### src/rtl/edl_pkg.sv
// Shared state encoding and arithmetic helpers for the EDL delay tuner.
package edl_pkg;

  typedef enum logic [2:0] {
    S_IDLE   = 3'd0,
    S_COUNT  = 3'd1,
    S_DECIDE = 3'd2,
    S_REQ_HI = 3'd3,
    S_REQ_LO = 3'd4
  } edl_state_t;

  // Fixed 32-bit operand so callers with any stage count can share it.
  function automatic logic [5:0] popcount(input logic [31:0] v);
    logic [5:0] c;
    c = '0;
    for (int i = 0; i < 32; i++) c = c + {5'd0, v[i]};
    return c;
  endfunction

  function automatic logic [31:0] sat_add(input logic [31:0] a,
                                          input logic [31:0] b,
                                          input logic [31:0] max);
    logic [32:0] s;
    s = {1'b0, a} + {1'b0, b};
    return (s > {1'b0, max}) ? max : s[31:0];
  endfunction

endpackage

### src/rtl/edl_sync2.sv
// Two-flop synchronizer for a single asynchronous level, resets to 0.
module edl_sync2 (
  input  logic clk,
  input  logic rst_n,
  input  logic d,
  output logic q
);

  logic meta;

  always_ff @(posedge clk or negedge rst_n) begin
    if (!rst_n) begin
      meta <= 1'b0;
      q    <= 1'b0;
    end else begin
      meta <= d;
      q    <= meta;
    end
  end

endmodule

### src/rtl/edl_delay_tuner.sv
// Closed-loop delay-code tuner: counts stage errors per window, steps the shared
// delay code up or down, and pushes each new code over a 4-phase handshake.
module edl_delay_tuner
  import edl_pkg::*;
#(
  parameter int N_STAGES  = 4,
  parameter int CODE_W    = 4,
  parameter int INIT_CODE = 8,
  parameter int CODE_MIN  = 1,
  parameter int CODE_MAX  = 15,
  parameter int WINDOW    = 1024,
  parameter int ERRCNT_W  = 8,
  parameter int HI_THR    = 4,
  parameter int LO_THR    = 0,
  parameter int QUIET_WIN = 4
) (
  input  logic                clk,
  input  logic                rst,
  input  logic                en,
  input  logic [N_STAGES-1:0] err,
  input  logic                cfg_ack,
  output logic [CODE_W-1:0]   dly_code,
  output logic                cfg_req,
  output logic                busy,
  output logic [ERRCNT_W-1:0] win_err_cnt,
  output logic                sat_alarm,
  output edl_state_t          dbg_state
);

  localparam int WIN_W = (WINDOW > 1) ? $clog2(WINDOW) : 1;
  localparam int Q_W   = $clog2(QUIET_WIN + 1);

  localparam logic [WIN_W-1:0]    WIN_LAST = WIN_W'(WINDOW - 1);
  localparam logic [Q_W-1:0]      Q_LAST   = Q_W'(QUIET_WIN - 1);
  localparam logic [Q_W-1:0]      Q_SAT    = Q_W'(QUIET_WIN);
  localparam logic [ERRCNT_W-1:0] HI_T     = ERRCNT_W'(HI_THR);
  localparam logic [ERRCNT_W-1:0] LO_T     = ERRCNT_W'(LO_THR);
  localparam logic [CODE_W-1:0]   C_MIN    = CODE_W'(CODE_MIN);
  localparam logic [CODE_W-1:0]   C_MAX    = CODE_W'(CODE_MAX);
  localparam logic [CODE_W-1:0]   C_INIT   = CODE_W'(INIT_CODE);
  localparam logic [31:0]         ERR_MAX  = 32'((64'd1 << ERRCNT_W) - 64'd1);

  edl_state_t          state;
  logic [WIN_W-1:0]    win_cnt;
  logic [ERRCNT_W-1:0] err_cnt;
  logic [Q_W-1:0]      quiet_cnt;
  logic                ack_s;
  logic [31:0]         err_ext;
  logic [31:0]         err_sum;
  logic [ERRCNT_W-1:0] err_next;
  logic                unused_err_hi;

  edl_sync2 u_ack_sync (
    .clk   (clk),
    .rst_n (rst),
    .d     (cfg_ack),
    .q     (ack_s)
  );

  always_comb begin
    err_ext                 = '0;
    err_ext[N_STAGES-1:0]   = err;
    err_sum = sat_add(32'(err_cnt), 32'(popcount(err_ext)), ERR_MAX);
  end

  assign err_next      = err_sum[ERRCNT_W-1:0];
  assign unused_err_hi = ^err_sum[31:ERRCNT_W];
  assign busy          = (state == S_DECIDE) || (state == S_REQ_HI) || (state == S_REQ_LO);
  assign dbg_state     = state;

  // Handshake: the tuner raises cfg_req with dly_code already stable, holds both
  // until the synchronized ack rises, drops cfg_req, then waits for ack to fall
  // before any new code may be chosen.
  always_ff @(posedge clk or negedge rst) begin
    if (!rst) begin
      state       <= S_IDLE;
      win_cnt     <= '0;
      err_cnt     <= '0;
      quiet_cnt   <= '0;
      dly_code    <= C_INIT;
      cfg_req     <= 1'b0;
      win_err_cnt <= '0;
      sat_alarm   <= 1'b0;
    end else begin
      case (state)
        S_IDLE: begin
          win_cnt   <= '0;
          err_cnt   <= '0;
          quiet_cnt <= '0;
          if (en) state <= S_COUNT;
        end
        S_COUNT: begin
          if (!en) begin
            win_cnt <= '0;
            err_cnt <= '0;
            state   <= S_IDLE;
          end else if (win_cnt == WIN_LAST) begin
            win_err_cnt <= err_next;
            win_cnt     <= '0;
            err_cnt     <= '0;
            state       <= S_DECIDE;
          end else begin
            win_cnt <= win_cnt + 1'b1;
            err_cnt <= err_next;
          end
        end
        S_DECIDE: begin
          if (win_err_cnt >= HI_T) begin
            quiet_cnt <= '0;
            if (dly_code < C_MAX) begin
              dly_code <= dly_code + 1'b1;
              cfg_req  <= 1'b1;
              state    <= S_REQ_HI;
            end else begin
              sat_alarm <= 1'b1;
              state     <= S_COUNT;
            end
          end else if (win_err_cnt <= LO_T) begin
            if (quiet_cnt >= Q_LAST && dly_code > C_MIN) begin
              dly_code  <= dly_code - 1'b1;
              quiet_cnt <= '0;
              cfg_req   <= 1'b1;
              state     <= S_REQ_HI;
            end else begin
              // Hold at QUIET_WIN once reached so the counter never wraps.
              quiet_cnt <= (quiet_cnt >= Q_LAST) ? Q_SAT : quiet_cnt + 1'b1;
              state     <= S_COUNT;
            end
          end else begin
            quiet_cnt <= '0;
            state     <= S_COUNT;
          end
        end
        S_REQ_HI: begin
          if (ack_s) begin
            cfg_req <= 1'b0;
            state   <= S_REQ_LO;
          end
        end
        S_REQ_LO: begin
          if (!ack_s) state <= en ? S_COUNT : S_IDLE;
        end
        default: state <= S_IDLE;
      endcase
    end
  end

endmodule

### config.mk
export PLATFORM = sky130hd
export DESIGN_NAME = edl_delay_tuner
export DESIGN_NICKNAME = d
export VERILOG_FILES = /design/src/rtl/edl_pkg.sv /design/src/rtl/edl_sync2.sv /design/src/rtl/edl_delay_tuner.sv
export SDC_FILE = /design/constraint.sdc
export NUM_CORES = 1
export LEC_CHECK = 0
export BUFFER_PORTS_ARGS = -buffer_cell sky130_fd_sc_hd__buf_2
export CORE_ASPECT_RATIO = 1.1
export CORE_MARGIN = 4
export CORE_UTILIZATION = 41
export CTS_CLUSTER_DIAMETER = 120
export DETAILED_ROUTE_END_ITERATION = 10
export GPL_TIMING_DRIVEN = 1
export PLACE_DENSITY = 0.64
export SETUP_SLACK_MARGIN = 0.3
export SYNTH_ARGS = -nofsm -noshare
export SYNTH_HDL_FRONTEND = slang
export SYNTH_SLANG_ARGS = --single-unit
### constraint.sdc
create_clock -name clk -period 6.4 [get_ports clk]
set_input_delay 0.96 -clock clk [delete_from_list [all_inputs] [get_ports clk]]
set_output_delay 0.96 -clock clk [all_outputs]
set_load 0.005 [all_outputs]
==> flow_summary.toml, run 1 <==
[power_and_ir_drop]
ir_worst_vdd_mv = 0.118
leakage_nw = 1.13
power_density_nw_per_um2 = 337

[placed_design]
pre_cts_ws_ps = 2900
hpwl_um = 3080
routabilityCongestion = 0.788
io_buffers = 25

[critical_path]
crit_path_start_kind = "input pin"
endpoint_kind = "register"
cpMostUsedCell = "fa_1"
critPathBufInv = 3
slowest_delay_ps = 520
slowest_stage = "fa_1"
path_delay_family = "adder cells"
worstRegToRegCells = 9
cp_cell_sequence = "buf_2, fa_1, inv_1, fa_1, inv_1, fa_1, nand3_1, nor2_1, and3_1, o21ai_0, o211ai_1"
critPathMaxFanout = 10
r2r-start = "err_cnt[0]$_DFFE_PN0P_"
timing.rr.end = "err_cnt[4]$_DFFE_PN0P_"
crit_type = "in -> reg"
arrival_ps = 3400
critPathLaunch = "err[0]"
path_depth = 11
worstPathRequired_ps = 6610
reg2reg_slack_ps = 4110

[clocking]
clkSinkCount = 40
cts_buffers = 5
cts-resized-gates = 0
clk_latency_ps = 290
cts_buffer_depth = 2
cts_root_buf = "clkbuf_8"
cts_max_level = 2
clk_pin_slew_ps = 80
hold_buffers = 0
postCtsSetupBuffers = 0
tritoncts = "yes"

[logic_synthesis]
synth_warnings = 0
syn_inst = 233
synthArstFlopShare = 1.00
syn-num-nets = 251
syn_area_um2 = 2200
ys_ff_latch = 40
synth_enable_flop_cells = 0
postSynthAreaPerCell_um2 = 9.44
synth_cell_types = 51
ys.flop_type = "dfrtp_1"
seq_area_frac_synth = 0.456

[die]
start_util = 0.431
pin_count = 26
fp.dieW_um = 77.8
core_area_um2 = 5100
placementRows = 27
die_area_um2 = 6600
die_h_um = 84.8

[hold_path]
min_to = "u_ack_sync.q$_DFF_PN0_"
min_path_cells = 0
min_path_type = "reg -> reg"
hold_start = "u_ack_sync.meta$_DFF_PN0_"

[sta]
relSlewSlack = 0.407
finalCriticalPeriod_ps = 3180
fmaxAchievable_mhz = 314
finalSetupViolations = 0
fin_ws_ps = 3220
period_share = 0.497
hold_viol_final = 0
drv_slew = 0
fin_worst_skew_ps = 6.41
worst_slew_pin_slew_ps = 889
tns_ps = 0
rsz0062_at_grt = "false"

[grt]
grt_pass1_vias = 1596
globalRoute.totalOverflow = 0
grt.total_usage = 0.138
grt_pass1_wl_um = 7390
grt_max_degree = 41
antenna_found_initial = 0

[final_layout]
insertedDiodeCount = 0
synthToLayoutAreaGrowth_pct = 12.5
finalNetCount = 275
layout-drive-gt1-share = 0.171

[status]
status = "completed"

[routing]
vias_per_cell = 5.08
route.vias.total = 1676
ant_nets = 0
drc = 0
drt-total-wl_um = 4260
dr.pass1.iters = 5
drt-initial-drc-count = 98
wl_per_cell_um = 12.9

[job]
drv_cap = 0
[synthesized netlist by cell type (all sizes together), types with 2 or more instances]
cell | instances | share of area
ha | 7 | 0.040
nand4 | 3 | 0.011
nor2 | 27 | 0.050
nand2b | 5 | 0.014
o21ai | 30 | 0.068
dfrtp | 39 | 0.44
and2 | 3 | 0.0091
and3 | 3 | 0.0085
buf | 5 | 0.017
a31oi | 3 | 0.0085
nand3 | 8 | 0.018
or2 | 2 | 0.0057
xnor2 | 4 | 0.016
inv | 13 | 0.022
o2bb2ai | 2 | 0.0080
clkbuf | 3 | 0.0051
nor3 | 7 | 0.023
a21oi | 8 | 0.018
a211oi | 2 | 0.0091
nand2 | 26 | 0.044
fa | 3 | 0.027
a22o | 2 | 0.0080
mux2i | 2 | 0.0091
nor3b | 2 | 0.0091
a22oi | 2 | 0.0068
o31ai | 6 | 0.020
xor2 | 3 | 0.012
[sequential cells by signal (all words and copies together), names as in the netlist]
| name | count |
|---|---|
| win_cnt | 10 |
| err_cnt | 8 |
| win_err_cnt | 8 |
| dly_code | 4 |
| dbg_state | 3 |
| quiet_cnt | 3 |
| cfg_req | 1 |
| sat_alarm | 1 |
| u_ack_sync.meta | 1 |
| u_ack_sync.q | 1 |
[layout make-up]
type / count / area [µm²]
fillers: 476 / 2630
multi-input cells: 172 / 1100
flip-flops and latches: 40 / 1000
repair buffers: 25 / 125
well taps: 72 / 90.1
clock buffers: 6 / 72.6
inverters: 13 / 48.8
clock inverters: 2 / 35.0
[placed cells by master, fill, tap and decap left out, types with 6 or more instances in the layout]
master / synthesis / final
buf_2: 2 / 25
a21oi_1: 8 / 8
o31ai_1: 6 / 6
inv_1: 13 / 13
o21ai_0: 29 / 29
nand3_1: 8 / 8
nand2_1: 26 / 26
dfrtp_1: 39 / 39
nor2_1: 26 / 26
ha_1: 7 / 7
[layer usage]
layer | share of wire | wire length, µm | GRT usage
met1 | 0.49 | 2110 | 0.191
met2 | 0.47 | 1980 | 0.212
met3 | 0.027 | 114 | 0.0333
met4 | 0.013 | 55 | 0.0437
met5 | 0 | 0 | 0
[power breakdown]
part / switching [mW] / total [mW] / internal, mW
Sequential: 0.0624 / 0.356 / 0.294
Clock: 0.0874 / 0.203 / 0.116
Combinational: 0.158 / 0.275 / 0.117
[worst reg2reg max path: stages, from the launching register on]
cell      delay [ps]
dfrtp_1          360
inv_1             60
fa_1             400
inv_1             80
fa_1             250
nand3_1          160
nor2_1           220
and3_1           380
o21ai_0          160
o211ai_1         150
[stage by stage]
stage | util | power [mW] | std cells | hold slack (ps) | cell area [µm²]
after floorplan | - | 0.564 | 233 | 331 | 2200
after global placement | 0.464 | 0.637 | 322 | 333 | 2370
after detailed placement | 0.464 | 0.641 | 322 | 338 | 2370
after CTS | 0.485 | 0.848 | 330 | 356 | 2470
after global routing | 0.485 | 0.908 | 330 | 357 | 2470
final | 0.485 | 0.834 | 330 | 352 | 2470
[worst max-delay path by stage]
stage | endpoint | slack (ps)
after global placement | err_cnt[1]$_DFFE_PN0P_ | 2970
final | err_cnt[4]$_DFFE_PN0P_ | 3220
after CTS | err_cnt[4]$_DFFE_PN0P_ | 3230
after detailed placement | err_cnt[4]$_DFFE_PN0P_ | 2900
after global routing | win_err_cnt[1]$_DFFE_PN0P_ | 2920
after floorplan | win_err_cnt[0]$_DFFE_PN0P_ | 3220
[cell families (layout without fill, tap and decap cells)]
| group | after synthesis | count (layout) | share of synthesized area |
|---|---|---|---|
| buffers and inverters | 21 | 46 | 0.0438 |
| DFF | 40 | 40 | 0.456 |
| and+or+nand+nor | 90 | 90 | 0.212 |
| muxes | 3 | 3 | 0.0142 |
| AOI/OAI and AO/OA | 62 | 62 | 0.179 |
| adders and majority gates | 10 | 10 | 0.0672 |
| xor gates and xnor gates | 7 | 7 | 0.0279 |
Power figures use the tool's default switching activity.
==> run 2, diff against run 1 <==
--- a/config.mk
+++ b/config.mk
@@ -12,7 +12,7 @@
 export CTS_CLUSTER_DIAMETER = 120
 export DETAILED_ROUTE_END_ITERATION = 10
 export GPL_TIMING_DRIVEN = 1
-export PLACE_DENSITY = 0.64
+export PLACE_DENSITY = 0.66
 export SETUP_SLACK_MARGIN = 0.3
 export SYNTH_ARGS = -nofsm -noshare
 export SYNTH_HDL_FRONTEND = slang
==> constraint.sdc (replaced) <==
create_clock -name clk -period 2.7 [get_ports clk]
set_input_delay 0.405 -clock clk [delete_from_list [all_inputs] [get_ports clk]]
set_output_delay 0.405 -clock clk [all_outputs]
set_load 0.005 [all_outputs]
==> run 2 against run 1 <==
Against the previous run:
- via count up 2.9%
- critical endpoint is now win_err_cnt[0]$_DFFE_PN0P_
- sequential cell count stayed put
- critical path type unchanged
- clock skew down 1.3 ps
- largest power group unchanged
==> flow_summary.toml, run 2 (synthesized netlist as in run 1, its figures left out) <==
[grt]
grt_max_degree = 41
globalRoute.totalOverflow = 0
grt_pass1_vias = 1668
grt.total_usage = 0.145
grt_pass1_wl_um = 7670
antenna_found_initial = 0

[routing]
drc = 0
route.vias.total = 1725
drt-total-wl_um = 4420
drt-initial-drc-count = 80
vias_per_cell = 5.16
wl_per_cell_um = 13.2
dr.pass1.iters = 5
ant_nets = 0

[power_and_ir_drop]
power_density_nw_per_um2 = 774
ir_worst_vdd_mv = 0.251
leakage_nw = 1.15

[clocking]
clk_latency_ps = 290
cts_buffer_depth = 2
tritoncts = "yes"
postCtsSetupBuffers = 0
cts_max_level = 2
clkSinkCount = 40
clk_pin_slew_ps = 80
cts_root_buf = "clkbuf_8"
cts_buffers = 5
hold_buffers = 0

[critical_path]
crit_path_start_kind = "input pin"
crit_type = "in -> reg"
timing.rr.end = "win_err_cnt[5]$_DFFE_PN0P_"
endpoint_kind = "register"
r2r-start = "dbg_state[2]$_DFFE_PN0P_"
critPathMaxFanout = 10
worstRegToRegCells = 5
crit_path_end = "win_err_cnt[0]$_DFFE_PN0P_"
arrival_ps = 2510
reg2reg_slack_ps = 680
worstPathRequired_ps = 2930
critPathLaunch = "err[0]"

[die]
fp.dieW_um = 77.8
core_area_um2 = 5100
die_h_um = 84.8
placementRows = 27
pin_count = 26
start_util = 0.431
die_area_um2 = 6600

[final_layout]
reg.largest.list = "win_cnt (10), err_cnt (8), win_err_cnt (8)"
mostFrequentLayoutCells = "39 x dfrtp_1, 28 x o21ai_0, 26 x nand2_1"
final_cell_count_no_fill = 334
largest_register_ffs = 10
finalNetCount = 279
layout-drive-gt1-share = 0.221
synthToLayoutAreaGrowth_pct = 14.6
insertedDiodeCount = 0
top_register = "win_cnt"
layout_commonest_cell = "dfrtp_1"

[sta]
fin_worst_skew_ps = 5.15
tns_ps = 0
fmaxAchievable_mhz = 440
hold_viol_final = 0
finalSetupViolations = 0
relSlewSlack = 0.422
worst_slew_pin_slew_ps = 868
finalCriticalPeriod_ps = 2270
period_share = 0.841
drv_slew = 0
rsz0062_at_grt = "false"

[placed_design]
dp.cells = 326
hpwl_um = 3190
routabilityCongestion = 0.807
io_buffers = 25

[status]
status = "completed"

[hold_path]
min_path_type = "in -> async"

[job]
drv_cap = 0
run 2: cell count changes in the layout (fill, tap and decap cells not counted), sizes merged:
| cell | before | now |
|---|---|---|
| buf | 25 | 29 |
| bufinv | 1 | 0 |
| clkinv | 1 | 2 |
run 2: worst min path at each step:
stage | start | endpoint | cells past startpoint
2_1_floorplan | rst | cfg_req$_DFFE_PN0P_ | 0
3_3_place_gp | u_ack_sync.meta$_DFF_PN0_ | u_ack_sync.q$_DFF_PN0_ | 0
3_5_place_dp | u_ack_sync.meta$_DFF_PN0_ | u_ack_sync.q$_DFF_PN0_ | 0
4_1_cts | cfg_ack | u_ack_sync.meta$_DFF_PN0_ | 1
5_1_grt | cfg_ack | u_ack_sync.meta$_DFF_PN0_ | 1
6_report | rst | quiet_cnt[0]$_DFFE_PN0P_ | 1
run 2: layout make-up:
cell class | instances | area (µm²)
inverter | 13 | 48.8
multi-input combinational | 172 | 1130
clock buffer | 6 | 82.6
timing repair buffer | 29 | 155
fill | 474 | 2580
clock inverter | 2 | 10.0
sequential | 40 | 1000
tap | 72 | 90.1
run 2: through the flow:
| step | hold WS [ps] | utilization | power (mW) | instance area (µm²) | setup WS, ps |
|---|---|---|---|---|---|
| 2_1_floorplan | 109 | - | 1.36 | 2220 | 217 |
| 3_5_place_dp | 341 | 0.474 | 1.56 | 2420 | 27.0 |
| 5_1_grt | 201 | 0.494 | 2.12 | 2520 | 300 |
| 6_report | 217 | 0.494 | 1.95 | 2520 | 429 |
| 4_1_cts | 208 | 0.492 | 1.97 | 2510 | 324 |
| 3_3_place_gp | 333 | 0.474 | 1.54 | 2420 | 53.5 |
run 2: worst max-delay path: stages:
cell	delay (ps)
buf_2	110
fa_1	520
inv_1	50
fa_2	370
inv_2	70
fa_2	210
nand3_2	100
nor2_2	130
and3_4	250
nand2b_4	140
mux2_2	140
run 2: where the power goes:
group / internal [mW] / leakage [nW] / total (mW) / switching [mW]
clock: 0.204 / 0.0510 / 0.412 / 0.208
sequential: 0.696 / 0.530 / 0.849 / 0.154
combinational: 0.302 / 0.565 / 0.690 / 0.388
total: 1.20 / 1.15 / 1.95 / 0.750
run 2: per-layer routing:
layer | routed length (µm) | up-vias | GRT usage | share of wire
met5 | 0 | - | 0 | 0
met4 | 60 | 0 | 0.0485 | 0.014
met3 | 195 | 5 | 0.0376 | 0.044
met2 | 2190 | 30 | 0.239 | 0.50
met1 | 1970 | 817 | 0.185 | 0.45
li1 | - | 873 | - | -
run 2: timing repair:
action | CTS | global route
gates resized for setup | 0 | 5
setup endpoints to repair | 0 | 14
hold endpoints to repair | 0 | 0
==> run 3, diff against run 2 <==
==> constraint.sdc (replaced) <==
create_clock -name clk -period 2 [get_ports clk]
set_input_delay 0.3 -clock clk [delete_from_list [all_inputs] [get_ports clk]]
set_output_delay 0.3 -clock clk [all_outputs]
set_load 0.005 [all_outputs]
==> run 3 against run 2 <==
Against the previous run:
- highest routed layer unchanged
- the flow now finishes with violations (setup timing)
- clock skew up 4.1 ps
- clock power grew 30%
- largest power group is now combinational logic
- worst setup slack got worse by 480 ps
- critical path type unchanged
- combinational power increased by 83%
- via count grew 7.2%
- largest cell class unchanged
==> flow_summary.toml, run 3 (synthesized netlist as in run 1, its figures left out) <==
[critical_path]
critPathMaxFanout = 5
slowest_stage = "fa_1"
worstPathRequired_ps = 2180
cpMostUsedCell = "fa_2"
cp_cell_sequence = "buf_6, fa_1, inv_1, fa_2, inv_2, fa_2, nand3_2, nor2_4, and3_4, nand2b_4, mux2_4"
arrival_ps = 2230
crit_path_start_kind = "input pin"
endpoint_kind = "register"
crit_type = "in -> reg"
reg2reg_slack_ps = 100
timing.rr.end = "win_err_cnt[0]$_DFFE_PN0P_"
slowest_delay_ps = 460
worstRegToRegCells = 9
r2r-start = "err_cnt[0]$_DFFE_PN0P_"

[final_layout]
mostFrequentLayoutCells = "33 x dfrtp_1, 26 x nand2_1, 24 x buf_2, 24 x buf_4, 19 x o21ai_0"
synthToLayoutAreaGrowth_pct = 31.8
final_core_util = 0.568
reg.largest.list = "win_cnt (10), err_cnt (8), win_err_cnt (8)"
largest_register_ffs = 10
finalNetCount = 305
insertedDiodeCount = 0
layout_commonest_cell = "dfrtp_1"
layout-drive-gt1-share = 0.382
top_register = "win_cnt"
final_cell_count_no_fill = 360

[job]
drv_cap = 0

[sta]
tns_ps = -143
worst_slew_pin_slew_ps = 351
relSlewSlack = 0.765
holdWs_ps = 106
hold_viol_final = 0
fin_worst_skew_ps = 9.24
fin_ws_ps = -51.0
period_share = 1.03
finalSetupViolations = 7
rsz0062_at_grt = "true"
fmaxAchievable_mhz = 488
finalCriticalPeriod_ps = 2050
drv_slew = 0

[power_and_ir_drop]
combPwrFrac = 0.429
p_clk_frac = 0.182
cell_internal_pwr_mw = 1.81
pwr-share-seq = 0.390
leakage_nw = 1.30
p_sw_mw = 1.14
power_density_nw_per_um2 = 1020
ir_worst_vdd_mv = 0.415
swShare = 0.386

[routing]
drc = 0
drt-initial-drc-count = 125
drt-total-wl_um = 4830
dr.pass1.iters = 5
ant_nets = 0
route.vias.total = 1850
vias_per_cell = 5.14
wl_per_cell_um = 13.4

[clocking]
tritoncts = "yes"
cts_max_level = 2
cts_buffers = 5
clkSinkCount = 40
cts_buffer_depth = 2
clk_pin_slew_ps = 80
cts_root_buf = "clkbuf_8"
clk_latency_ps = 300

[die]
core_area_um2 = 5100
placementRows = 27
fp.dieW_um = 77.8
die_h_um = 84.8
pin_count = 26
start_util = 0.431
die_area_um2 = 6600

[hold_path]
min_path_cells = 1
min_to = "u_ack_sync.meta$_DFF_PN0_"
hold_start = "cfg_ack"
min_path_type = "in -> reg"

[grt]
grt_pass1_wl_um = 8490
grt.total_usage = 0.158
grt_max_degree = 41
grt_pass1_vias = 1903
antenna_found_initial = 0
globalRoute.totalOverflow = 0

[placed_design]
hpwl_um = 3370
pre_cts_ws_ps = -546
dp.cells = 339
routabilityCongestion = 0.812
io_buffers = 25

[status]
violations = "setup timing"
status = "complete, but fails checks"
[run 3: final cells by class]
class	instances	area (µm²)
fillers	467	2200
multi-input cells	173	1290
flip-flops and latches	40	1010
repair buffers	54	375
well taps	72	90.1
clock buffers	5	68.8
inverters	13	48.8
clock inverters	3	18.8
[run 3: repair_timing]
item	4_1_cts	5_1_grt
setup endpoints to repair	30	31
pin swaps	10	12
cloned	1	0
hold endpoints to repair	39	0
gates resized for setup	19	35
hold buffers	1	0
buffers inserted	1	10
[run 3: power groups by stage]
stage / Combinational, mW / Clock [mW] / Sequential [mW]
6_report: 1.26 / 0.536 / 1.15
3_5_place_dp: 1.08 / 0 / 1.14
3_3_place_gp: 1.05 / 0 / 1.14
2_1_floorplan: 0.748 / 0 / 1.09
5_1_grt: 1.43 / 0.592 / 1.18
4_1_cts: 1.14 / 0.555 / 1.13
[run 3: per-stage QoR]
| step | power (mW) | instance area (µm²) |
|---|---|---|
| 6_report | 2.95 | 2900 |
| 2_1_floorplan | 1.84 | 2220 |
| 4_1_cts | 2.83 | 2700 |
| 3_3_place_gp | 2.19 | 2530 |
| 3_5_place_dp | 2.22 | 2530 |
| 5_1_grt | 3.20 | 2900 |
[run 3: worst max path at each step]
stage               startpoint                         end  slack [ps]  cells past startpoint
floorplan               err[0]  win_err_cnt[0]$_DFFE_PN0P_        -380                     11
global placement        err[0]  win_err_cnt[0]$_DFFE_PN0P_        -520                     11
detailed placement      err[0]      err_cnt[4]$_DFFE_PN0P_        -550                     11
CTS                     err[3]  win_err_cnt[0]$_DFFE_PN0P_         -30                     11
global route            err[3]  win_err_cnt[6]$_DFFE_PN0P_        -150                     12
finish                  err[3]  win_err_cnt[0]$_DFFE_PN0P_         -50                     11
[run 3: per-layer routing]
metal  vias up  GRT usage  part of all wire
met5         -          0                 0
met4         0     0.0502             0.016
met3         9     0.0408             0.042
met2        34      0.273              0.52
met1       887      0.192              0.43
li1        920          -                 -
[run 3: critical path: cells and delay by family]
kind	cells	cell delay (ps)
fa+ha+maj	3	1010
buf+inv	3	210
mux	1	260
simple gates	4	450
